### src/rtl/rob_reader.sv
// In-order retire reader for a reorder buffer: tracks completed slots in a bitmap and streams them out through a registered-read RAM.
// Optional flush input is built only when ROB_RD_FLUSH_EN is defined.
module rob_reader #(
    parameter int depth  = 8,
    parameter int awidth = 3,
    parameter int width  = 34
) (
    input  logic              clk,
    input  logic              rst_n,
    input  logic              cmp_valid,
    input  logic [awidth-1:0] cmp_addr,
    output logic              mem_rden,
    output logic [awidth-1:0] mem_raddress,
    input  logic [width-1:0]  mem_rdata,
    output logic              out_valid,
    input  logic              out_ready,
    output logic [width-1:0]  out_data,
`ifdef ROB_RD_FLUSH_EN
    input  logic              flush,
`endif
    output logic [awidth-1:0] head_ptr
);

    typedef enum logic [1:0] {IDLE, FETCH, PRESENT} state_t;

    state_t            state_q, state_d;
    logic [depth-1:0]  done_q, done_d;
    logic [awidth-1:0] head_q, head_d;
    logic [awidth-1:0] head_next;
    logic              handshake;
    logic              clr;

`ifdef ROB_RD_FLUSH_EN
    assign clr = !rst_n || flush;
`else
    assign clr = !rst_n;
`endif

    assign head_next = head_q + awidth'(1);
    assign handshake = (state_q == PRESENT) && out_ready;
    assign head_ptr  = clr ? '0 : head_q;

    always_ff @(posedge clk) begin
        if (clr) begin
            state_q <= IDLE;
            head_q  <= '0;
            done_q  <= '0;
        end else begin
            state_q <= state_d;
            head_q  <= head_d;
            done_q  <= done_d;
        end
    end

    always_comb begin
        state_d = state_q;
        head_d  = head_q;
        done_d  = done_q;
        case (state_q)
            IDLE:    if (done_q[head_q]) state_d = FETCH;
            FETCH:   state_d = PRESENT;
            PRESENT: begin
                if (out_ready) begin
                    head_d         = head_next;
                    done_d[head_q] = 1'b0;
                    // Next slot must already be marked done to chain without a gap.
                    state_d = done_q[head_next] ? PRESENT : IDLE;
                end
            end
            default: state_d = IDLE;
        endcase
        // A completion landing on the slot being retired wins over the clear.
        if (cmp_valid) done_d[cmp_addr] = 1'b1;
    end

    always_comb begin
        mem_rden     = 1'b0;
        mem_raddress = '0;
        out_valid    = 1'b0;
        out_data     = '0;
        if (!clr) begin
            mem_raddress = head_q;
            case (state_q)
                IDLE:    mem_rden = done_q[head_q];
                PRESENT: begin
                    out_valid = 1'b1;
                    out_data  = mem_rdata;
                    if (handshake) begin
                        mem_rden     = done_q[head_next];
                        mem_raddress = head_next;
                    end
                end
                default: mem_rden = 1'b0;
            endcase
        end
    end

endmodule

### config.mk
export PLATFORM = sky130hd
export DESIGN_NAME = rob_reader
export DESIGN_NICKNAME = d
export VERILOG_FILES = /design/src/rtl/rob_reader.sv
export SDC_FILE = /design/constraint.sdc
export NUM_CORES = 1
export LEC_CHECK = 0
export CORE_ASPECT_RATIO = 1.25
export CORE_MARGIN = 1.5
export CORE_UTILIZATION = 32
export CTS_CLUSTER_DIAMETER = 80
export DETAILED_ROUTE_END_ITERATION = 10
export PLACE_DENSITY = 0.89
export SLEW_MARGIN = 5
export SYNTH_ARGS = -nofsm -noshare
export SYNTH_HDL_FRONTEND = slang
export SYNTH_SLANG_ARGS = --single-unit
### constraint.sdc
create_clock -name clk -period 2.25 [get_ports clk]
set_input_delay 0.675 -clock clk [delete_from_list [all_inputs] [get_ports clk]]
set_output_delay 0.675 -clock clk [all_outputs]
set_load 0.05 [all_outputs]
==> run summary, run 1 <==
RSZ-0062 raised after global routing: true
Status: finished, violations left
Clk pin slew, worst setup/hold paths: 0.08 ns
Mapped Area: 0.00101 mm²
Wirelength, routed: 5840 µm
Clock sink count: 13
Post-Layout Cell Count: 257
Fill cell total of the finished layout: 112
Layout cell share with drive strength beyond 1: 55.7%
Die ar.: 0.00349 mm²
DP HPWL: 3340 µm
Cell family with most CP delay: multiplexers
DR WL/cell: 22.7 µm
Relative slew slack: 68.4%
Final worst setup slack: -0.352 ns
Seq/Total Area, Yosys: 25.9%
Slew Limit Fails: 0
Synth top area share: 25.9%
Hold path endpoint: done_q[3]$_SDFF_PN0_
Remaining Overflow, GRT: 0
Crit-path cells: ha_4 -> mux4_2 -> mux2i_4 -> o32ai_4 -> buf_12
Remaining DRCs: 0
Setup Skew: 0.00235 ns
Crit path DAT: 1.93 ns
Setup slack, reg-to-reg: 0.49 ns
Buf/Inv on CP: 1
Initial DRT Pass Iterations: 4
Avg Vias per Cell: 5.44
ANT cells: 0
Syn_nets: 161
CTS tree: yes
Rows: 22
Slowest library cell on the worst path: mux4_2
Core Box Area: 0.00297 mm²
Library cells used by synthesis: 29
Area leader, netlist: dfxtp_1
Setup violations, final: 32
CTS H-tree lvls: 1
# port buffers: 82
Setup TNS: -0.861 ns
Worst path max stage delay: 0.52 ns
Total Routing Usage GR: 30.1%
Vias post-DR: 1399
Worst flop-to-flop path endpoint: state_q[1]$_SDFFE_PN0P_
Avg Cell Area, Syn: 8.45 µm²
R2R depth: 6
Worst Setup End Kind: primary output
Initial antenna violation count: 0
Failing checks: negative setup slack
Cts bufs inserted: 3
Max FO, Critical Path: 2
Slew @ Worst Pin: 0.473 ns
Max VDD drop: 306 µV
Vias in the first global route: 1384
Layout Nets: 264
DIE WIDTH: 53.2 µm
Worst Setup SP: head_q[1]$_SDFFE_PN0P_
Final-report hold violation count: 0
Cell count of the worst hold path: 2
Routability cong.: 0.803
FF+latch area: 268 µm²
Hold_sp: done_q[3]$_SDFF_PN0_
YS warnings: 0
Placed cell count: 242
Leak pwr: 0.00102 µW
FF+latch count, synth: 13
Worst skew pair latency: 0.29 ns
Power Density: 215 mW/mm²
Number of max-cap violations: 0
Max Buffers Root-to-Sink: 2
Starting density of the core: 33.8%
I/O pins: 83
Synthesis-to-finish area growth: 166%
Crit path time final: 2.60 ns
DR iter-0 viols: 53
CP Class: reg2out
First-pass GRT wire length: 7560 µm
Ranking of synthesized cells by area: dfxtp_1 (26%), and2_1 (24%), mux4_2 (9.0%)
Mapped Cells: 119
Clk Tree Root Cell: clkbuf_4
RR Startpoint: head_q[1]$_SDFFE_PN0P_
Routed Antenna Nets: 0
Die H: 65.7 µm
Multi-input logic area: 882 µm²
Period utilization: 116%
Largest net degree at the start of global routing: 20
Startpoint types: flop
Fmax achieved: 0.384 GHz
HP Class: reg2reg
Critical Path RT: 1.57 ns
==> worst reg2reg max path, delay by kind of cell (launching register included) <==
kind | cells | cell delay (ns)
fa+ha+maj | 1 | 0.28
flops | 1 | 0.35
mux | 2 | 0.72
buf+inv | 2 | 0.24
compound gates | 1 | 0.05
==> Yosys cell counts <==
cell       number
nor2b_1         5
nor2_1          1
dfxtp_1        13
xnor2_1         2
nor3_1          1
mux4_2          4
clkbuf_2        2
buf_6           1
inv_1           1
o31ai_1         3
nand4_1         1
a21boi_0       10
nor4bb_1        1
o32ai_1         1
or2_2           1
nand4b_1        2
nand2_1         5
buf_2           2
o21ai_0         6
clkbuf_1        3
nor2_2          1
a31oi_1         1
ha_1            1
nand3_1         4
nand2b_1        3
nand3b_1        1
and2_1         39
mux2i_1         3
nand4bb_1       1
==> state kept, by name (all words and copies together), names as in the netlist <==
| name | cells |
|---|---|
| state_q | 2 |
| done_q | 8 |
| head_q | 3 |
==> cells by family after synthesis <==
family	synth area share (%)
xor+xnor	1.74
buf+inv	4.60
fa+ha+maj	1.24
compound gates	14.2
simple gates	40.4
mux	11.9
flops	25.9
==> metal layers <==
metal  wire [µm]  global-route usage [%]  share of wire (%)
met3         578                    7.50                9.9
met2        2930                    53.6                 50
met4         238                    16.3                4.1
met1        2090                    31.4                 36
met5           0                       0                  0
==> layout make-up <==
cell class / count / share of cell area [%]
well taps: 36 / 1.68
multi-input cells: 97 / 33.0
repair buffers: 106 / 54.2
inverters: 1 / 0.140
clock buffers: 4 / 0.982
flip-flops and latches: 13 / 10.0
==> where the power goes <==
group / internal [µW] / switching [µW]
combinational: 111 / 69.9
sequential: 235 / 5.91
clock: 69.0 / 83.8
==> layout by cell type (no fill, tap or decap), drive strengths merged, types with 2 or more instances in the layout <==
master	count
nand4b	2
a21boi	10
nand2	5
clkbuf	4
nor2	2
xnor2	2
mux2i	3
dfxtp	13
buf	68
nand3	4
and2	39
clkdlybuf4s50	38
nand2b	3
nor2b	5
mux4	4
o31ai	3
o21ai	6
==> per-stage QoR <==
step           power (µW)  util, %  hold slack, ns  area (µm²)  setup WS [ns]
5_1_grt               593     90.0           0.560        2680         -0.400
3_3_place_gp          391     79.7           0.480        2370         -0.384
4_1_cts               555     85.6           0.510        2540         -0.327
3_5_place_dp          397     79.7           0.498        2370         -0.407
6_report              575     90.0           0.537        2680         -0.352
2_1_floorplan         290        -           0.462        1030         -0.333
==> what timing repair did <==
item,in CTS,in global routing
pin swaps,4,2
setup endpoints to repair,42,39
hold buffers,0,0
cloned,2,2
setup buffers,2,5
resized for setup,35,35
==> worst max-delay path by stage <==
stage                                 end  depth (start not counted)
after detailed placement     out_data[32]                          6
after global placement           mem_rden                          5
final                            mem_rden                          5
after global routing             mem_rden                          5
after floorplan           mem_raddress[0]                          3
after CTS                        mem_rden                          5
Note: power is estimated with default switching activity, not from simulation.
==> run 2, diff against run 1 <==
CORE_MARGIN = 4   (was 1.5)
==> run summary, run 2 (synthesis gave the netlist of run 1 again) <==
Status: finished, violations left
Failing checks: negative setup slack
Worst skew pair latency: 0.29 ns
I/O pins: 83
Layout Nets: 261
Crit-path cells: ha_4 -> mux4_2 -> mux2i_4 -> o32ai_4 -> buf_12
DIE WIDTH: 58.2 µm
Core Util, Final: 87.9%
Critical Path RT: 1.57 ns
HP Class: reg2reg
CTS H-tree lvls: 1
Startpoint types: flop
Initial DRT Pass Iterations: 4
Vias in the first global route: 1488
CP Class: reg2out
Avg Vias per Cell: 5.55
Wirelength, routed: 6010 µm
Remaining DRCs: 0
Number of max-cap violations: 0
Synthesis-to-finish area growth: 160%
Most frequent cells in the layout: buf_12 (43), clkdlybuf4s50_1 (38), and2_4 (25)
Slew Limit Fails: 0
Largest net degree at the start of global routing: 20
Relative slew slack: 79.0%
Slowest library cell on the worst path: mux4_2
Power Density: 217 mW/mm²
Max reg flops: 8
Worst Setup SP: head_q[0]$_SDFFE_PN0P_
Total Power: 568 µW
Remaining Overflow, GRT: 0
Clk Tree Root Cell: clkbuf_4
Die ar.: 0.00411 mm²
Setup TNS: -0.418 ns
Vias post-DR: 1410
Routed Antenna Nets: 0
DP HPWL: 3670 µm
Setup violations, final: 1
Worst Setup End Kind: primary output
Final-report hold violation count: 0
Crit path time final: 2.67 ns
DR WL/cell: 23.6 µm
Fill cell total of the finished layout: 120
DR iter-0 viols: 96
Commonest non-fill, non-tap cell in the layout: buf_12
Final worst setup slack: -0.418 ns
Largest registers: done_q: 8 flops, head_q: 3 flops, state_q: 2 flops
RSZ-0062 raised after global routing: true
Max FO, Critical Path: 2
RR Startpoint: head_q[0]$_SDFFE_PN0P_
Cts bufs inserted: 3
Max Buffers Root-to-Sink: 2
CTS tree: yes
Period utilization: 119%
Slew @ Worst Pin: 0.313 ns
Max VDD drop: 403 µV
Die H: 70.7 µm
Initial antenna violation count: 0
Total Routing Usage GR: 29.6%
Layout cell share with drive strength beyond 1: 51.8%
# port buffers: 82
Leak pwr: 0.000999 µW
Crit path DAT: 1.99 ns
Clk pin slew, worst setup/hold paths: 0.09 ns
ANT cells: 0
Fmax achieved: 0.375 GHz
First-pass GRT wire length: 8910 µm
Starting density of the core: 33.8%
Routability cong.: 0.876
Rows: 22
Core Box Area: 0.00297 mm²
Clock sink count: 13
Largest reg by FF count: done_q
Hold_sp: state_q[1]$_SDFFE_PN0P_
Worst path max stage delay: 0.54 ns
Setup slack, reg-to-reg: 0.56 ns
Setup Skew: 0.00938 ns
==> run 2: cell types whose count changed in the layout (fill, tap and decap cells not counted), sizes merged <==
| cell | previous run | this run |
|---|---|---|
| buf | 68 | 65 |
==> run 2: stage by stage <==
| step | setup slack (ns) | hold slack [ns] | cells | instance area [µm²] |
|---|---|---|---|---|
| 2_1_floorplan | -0.333 | 0.462 | 119 | 1030 |
| 4_1_cts | -0.312 | 0.505 | 254 | 2650 |
| 3_3_place_gp | -0.403 | 0.475 | 240 | 2370 |
| 6_report | -0.418 | 0.485 | 254 | 2610 |
| 5_1_grt | -0.445 | 0.504 | 254 | 2610 |
| 3_5_place_dp | -0.435 | 0.493 | 240 | 2370 |
==> run 2: layout make-up <==
class | instances | area [µm²] | area share, %
Clock buffer | 4 | 26.3 | 1.01
Multi-Input combinational cell | 97 | 843 | 32.3
Timing Repair Buffer | 103 | 1430 | 54.5
Inverter | 1 | 3.75 | 0.144
Sequential cell | 13 | 270 | 10.3
Tap cell | 36 | 45.0 | 1.72
==> run 2: power by group <==
group / internal (µW) / switching (µW)
sequential: 234 / 6.82
combinational: 108 / 65.6
clock: 69.2 / 84.5
total: 412 / 157
==> run 2: final timing paths <==
check                            endpoint  cells past startpoint
setup / recovery                 mem_rden                      5
hold / removal    state_q[0]$_SDFFE_PN0P_                      1
setup reg to reg  state_q[1]$_SDFFE_PN0P_                      5
hold reg to reg   state_q[0]$_SDFFE_PN0P_                      1
==> run 2: timing repair <==
item / CTS / global route
setup endpoints to repair: 42 / 39
hold buffers: 0 / 0
pin swaps: 5 / 4
endpoints found under the hold margin: 0 / 0
cloned: 3 / 0
buffers inserted: 7 / 3
resized for setup: 50 / 10
==> run 2: routing by layer <==
layer | GRT usage [%] | up-vias | share of wire, %
li1 | - | 609 | -
met1 | 30.3 | 659 | 35
met2 | 54.5 | 115 | 51
met3 | 7.30 | 27 | 8.4
met4 | 14.4 | 0 | 5.3
met5 | 0 | - | 0
==> run 2: worst max-delay path, delay by kind of cell, from the launching register on <==
kind            cells  cell delay [ns]
compound gates      1             0.14
fa+ha+maj           1             0.27
buf+inv             1             0.17
flops               1             0.35
mux                 2             0.76
==> run 3, diff against run 2 <==
CAP_MARGIN = 20   (was not set)
SETUP_SLACK_MARGIN = 0.02   (was not set)
==> run summary, run 3 (synthesis gave the netlist of run 1 again) <==
Leak pwr: 0.00103 µW
Remaining DRCs: 0
Hold-fix buffers, CTS: 0
Commonest non-fill, non-tap cell in the layout: buf_12
Starting density of the core: 33.8%
Crit path DAT: 1.93 ns
Layout cell share with drive strength beyond 1: 55.7%
Worst Setup SP: head_q[1]$_SDFFE_PN0P_
Die H: 70.7 µm
FF+latch area: 270 µm²
CTS tree: yes
Worst Setup End Kind: primary output
HP Class: reg2reg
Layout Nets: 264
Max VDD drop: 457 µV
Setup Skew: 0.0149 ns
Worst skew pair latency: 0.29 ns
Status: finished, violations left
Initial DRT Pass Iterations: 4
Total Power: 577 µW
Most frequent cells in the layout: buf_12 (44), clkdlybuf4s50_1 (38), and2_4 (20)
Max reg flops: 8
DP Worst Slack: -0.455 ns
Synthesis-to-finish area growth: 171%
ANT cells: 0
Startpoint types: flop
Crit path time final: 2.61 ns
Post-Layout Cell Count: 257
Clock sink count: 13
I/O pins: 83
Die ar.: 0.00411 mm²
RSZ-0062 raised after global routing: true
Rows: 22
Core Box Area: 0.00297 mm²
Critical Path RT: 1.57 ns
DIE WIDTH: 58.2 µm
Final-report hold violation count: 0
Setup slack, reg-to-reg: 0.36 ns
Remaining Overflow, GRT: 0
Routed Antenna Nets: 0
Max Buffers Root-to-Sink: 2
Total Routing Usage GR: 29.1%
Final worst setup slack: -0.359 ns
# port buffers: 82
Avg Vias per Cell: 5.59
CP Class: reg2out
Number of max-cap violations: 0
Relative slew slack: 70.8%
Clk pin slew, worst setup/hold paths: 0.07 ns
Setup TNS: -0.653 ns
Failing checks: negative setup slack
Cts bufs inserted: 3
Setup violations, final: 12
Placed cell count: 242
Routability cong.: 0.923
Multi-input logic area: 850 µm²
Largest net degree at the start of global routing: 20
End of the critical path: mem_rden
RR Startpoint: head_q[1]$_SDFFE_PN0P_
Clk Tree Root Cell: clkbuf_4
Fill cell total of the finished layout: 106
Fmax achieved: 0.383 GHz
Vias post-DR: 1436
Max FO, Critical Path: 2
R2R depth: 7
Initial antenna violation count: 0
Vias in the first global route: 1521
Power Density: 212 mW/mm²
DP HPWL: 3930 µm
Period utilization: 116%
Worst flop-to-flop path endpoint: state_q[1]$_SDFFE_PN0P_
Wirelength, routed: 6600 µm
DR iter-0 viols: 86
CTS H-tree lvls: 1
Slew @ Worst Pin: 0.438 ns
DR WL/cell: 25.7 µm
Largest registers: done_q: 8 flops, head_q: 3 flops, state_q: 2 flops
Slew Limit Fails: 0
Largest reg by FF count: done_q
First-pass GRT wire length: 8760 µm
==> run 3: changes by cell type in the layout (fill, tap and decap cells not counted), sizes merged <==
| cell | before | now |
|---|---|---|
| buf | 65 | 68 |
==> run 3: layer usage <==
metal  part of all wire [%]  GRT usage, %  up-vias
li1                       -             -      619
met1                     35          29.5      667
met2                     52          53.9      128
met3                     10          9.67       22
met4                    3.4          10.8        0
met5                      0             0        -
==> run 3: power breakdown <==
| part | internal, µW | switching, µW |
|---|---|---|
| combinational | 113 | 69.9 |
| sequential | 234 | 6.30 |
| clock | 68.9 | 84.6 |
| total | 416 | 161 |
==> run 3: critical path: stages (launching register included) <==
cell and delay [ns]:
dfxtp_2 0.35, ha_4 0.28, mux4_2 0.55, mux2i_4 0.20, o32ai_4 0.11, buf_12 0.16
==> run 3: timing repair <==
action / CTS / global route
cloned: 3 / 0
gates resized for setup: 35 / 9
endpoints found under the setup margin: 42 / 28
pin swaps: 11 / 2
setup buffers: 6 / 2
==> run 3: area by class of cell <==
cell class | instances | share of cell area, %
Clock buffer | 4 | 0.965
Inverter | 1 | 0.138
Multi-Input combinational cell | 97 | 31.2
Sequential cell | 13 | 9.93
Tap cell | 36 | 1.65
Timing Repair Buffer | 106 | 56.1
==> run 3: worst min-delay path by stage <==
stage,from,to,slack (ns),cells after the start
CTS,done_q[0]$_SDFF_PN0_,done_q[0]$_SDFF_PN0_,0.51,2
finish,done_q[4]$_SDFF_PN0_,done_q[4]$_SDFF_PN0_,0.52,2
floorplan,done_q[1]$_SDFF_PN0_,done_q[1]$_SDFF_PN0_,0.46,2
global route,done_q[4]$_SDFF_PN0_,done_q[4]$_SDFF_PN0_,0.57,2
detailed placement,done_q[4]$_SDFF_PN0_,done_q[4]$_SDFF_PN0_,0.50,2
global placement,done_q[0]$_SDFF_PN0_,done_q[0]$_SDFF_PN0_,0.47,2
==> run 3: through the flow <==
step                      utilization, %  hold WS, ns  instance area, µm²
after detailed placement            82.2        0.501                2440
after global routing                91.6        0.566                2720
final                               91.6        0.520                2720
after floorplan                        -        0.462                1090
after CTS                           89.8        0.510                2670
after global placement              82.2        0.474                2440
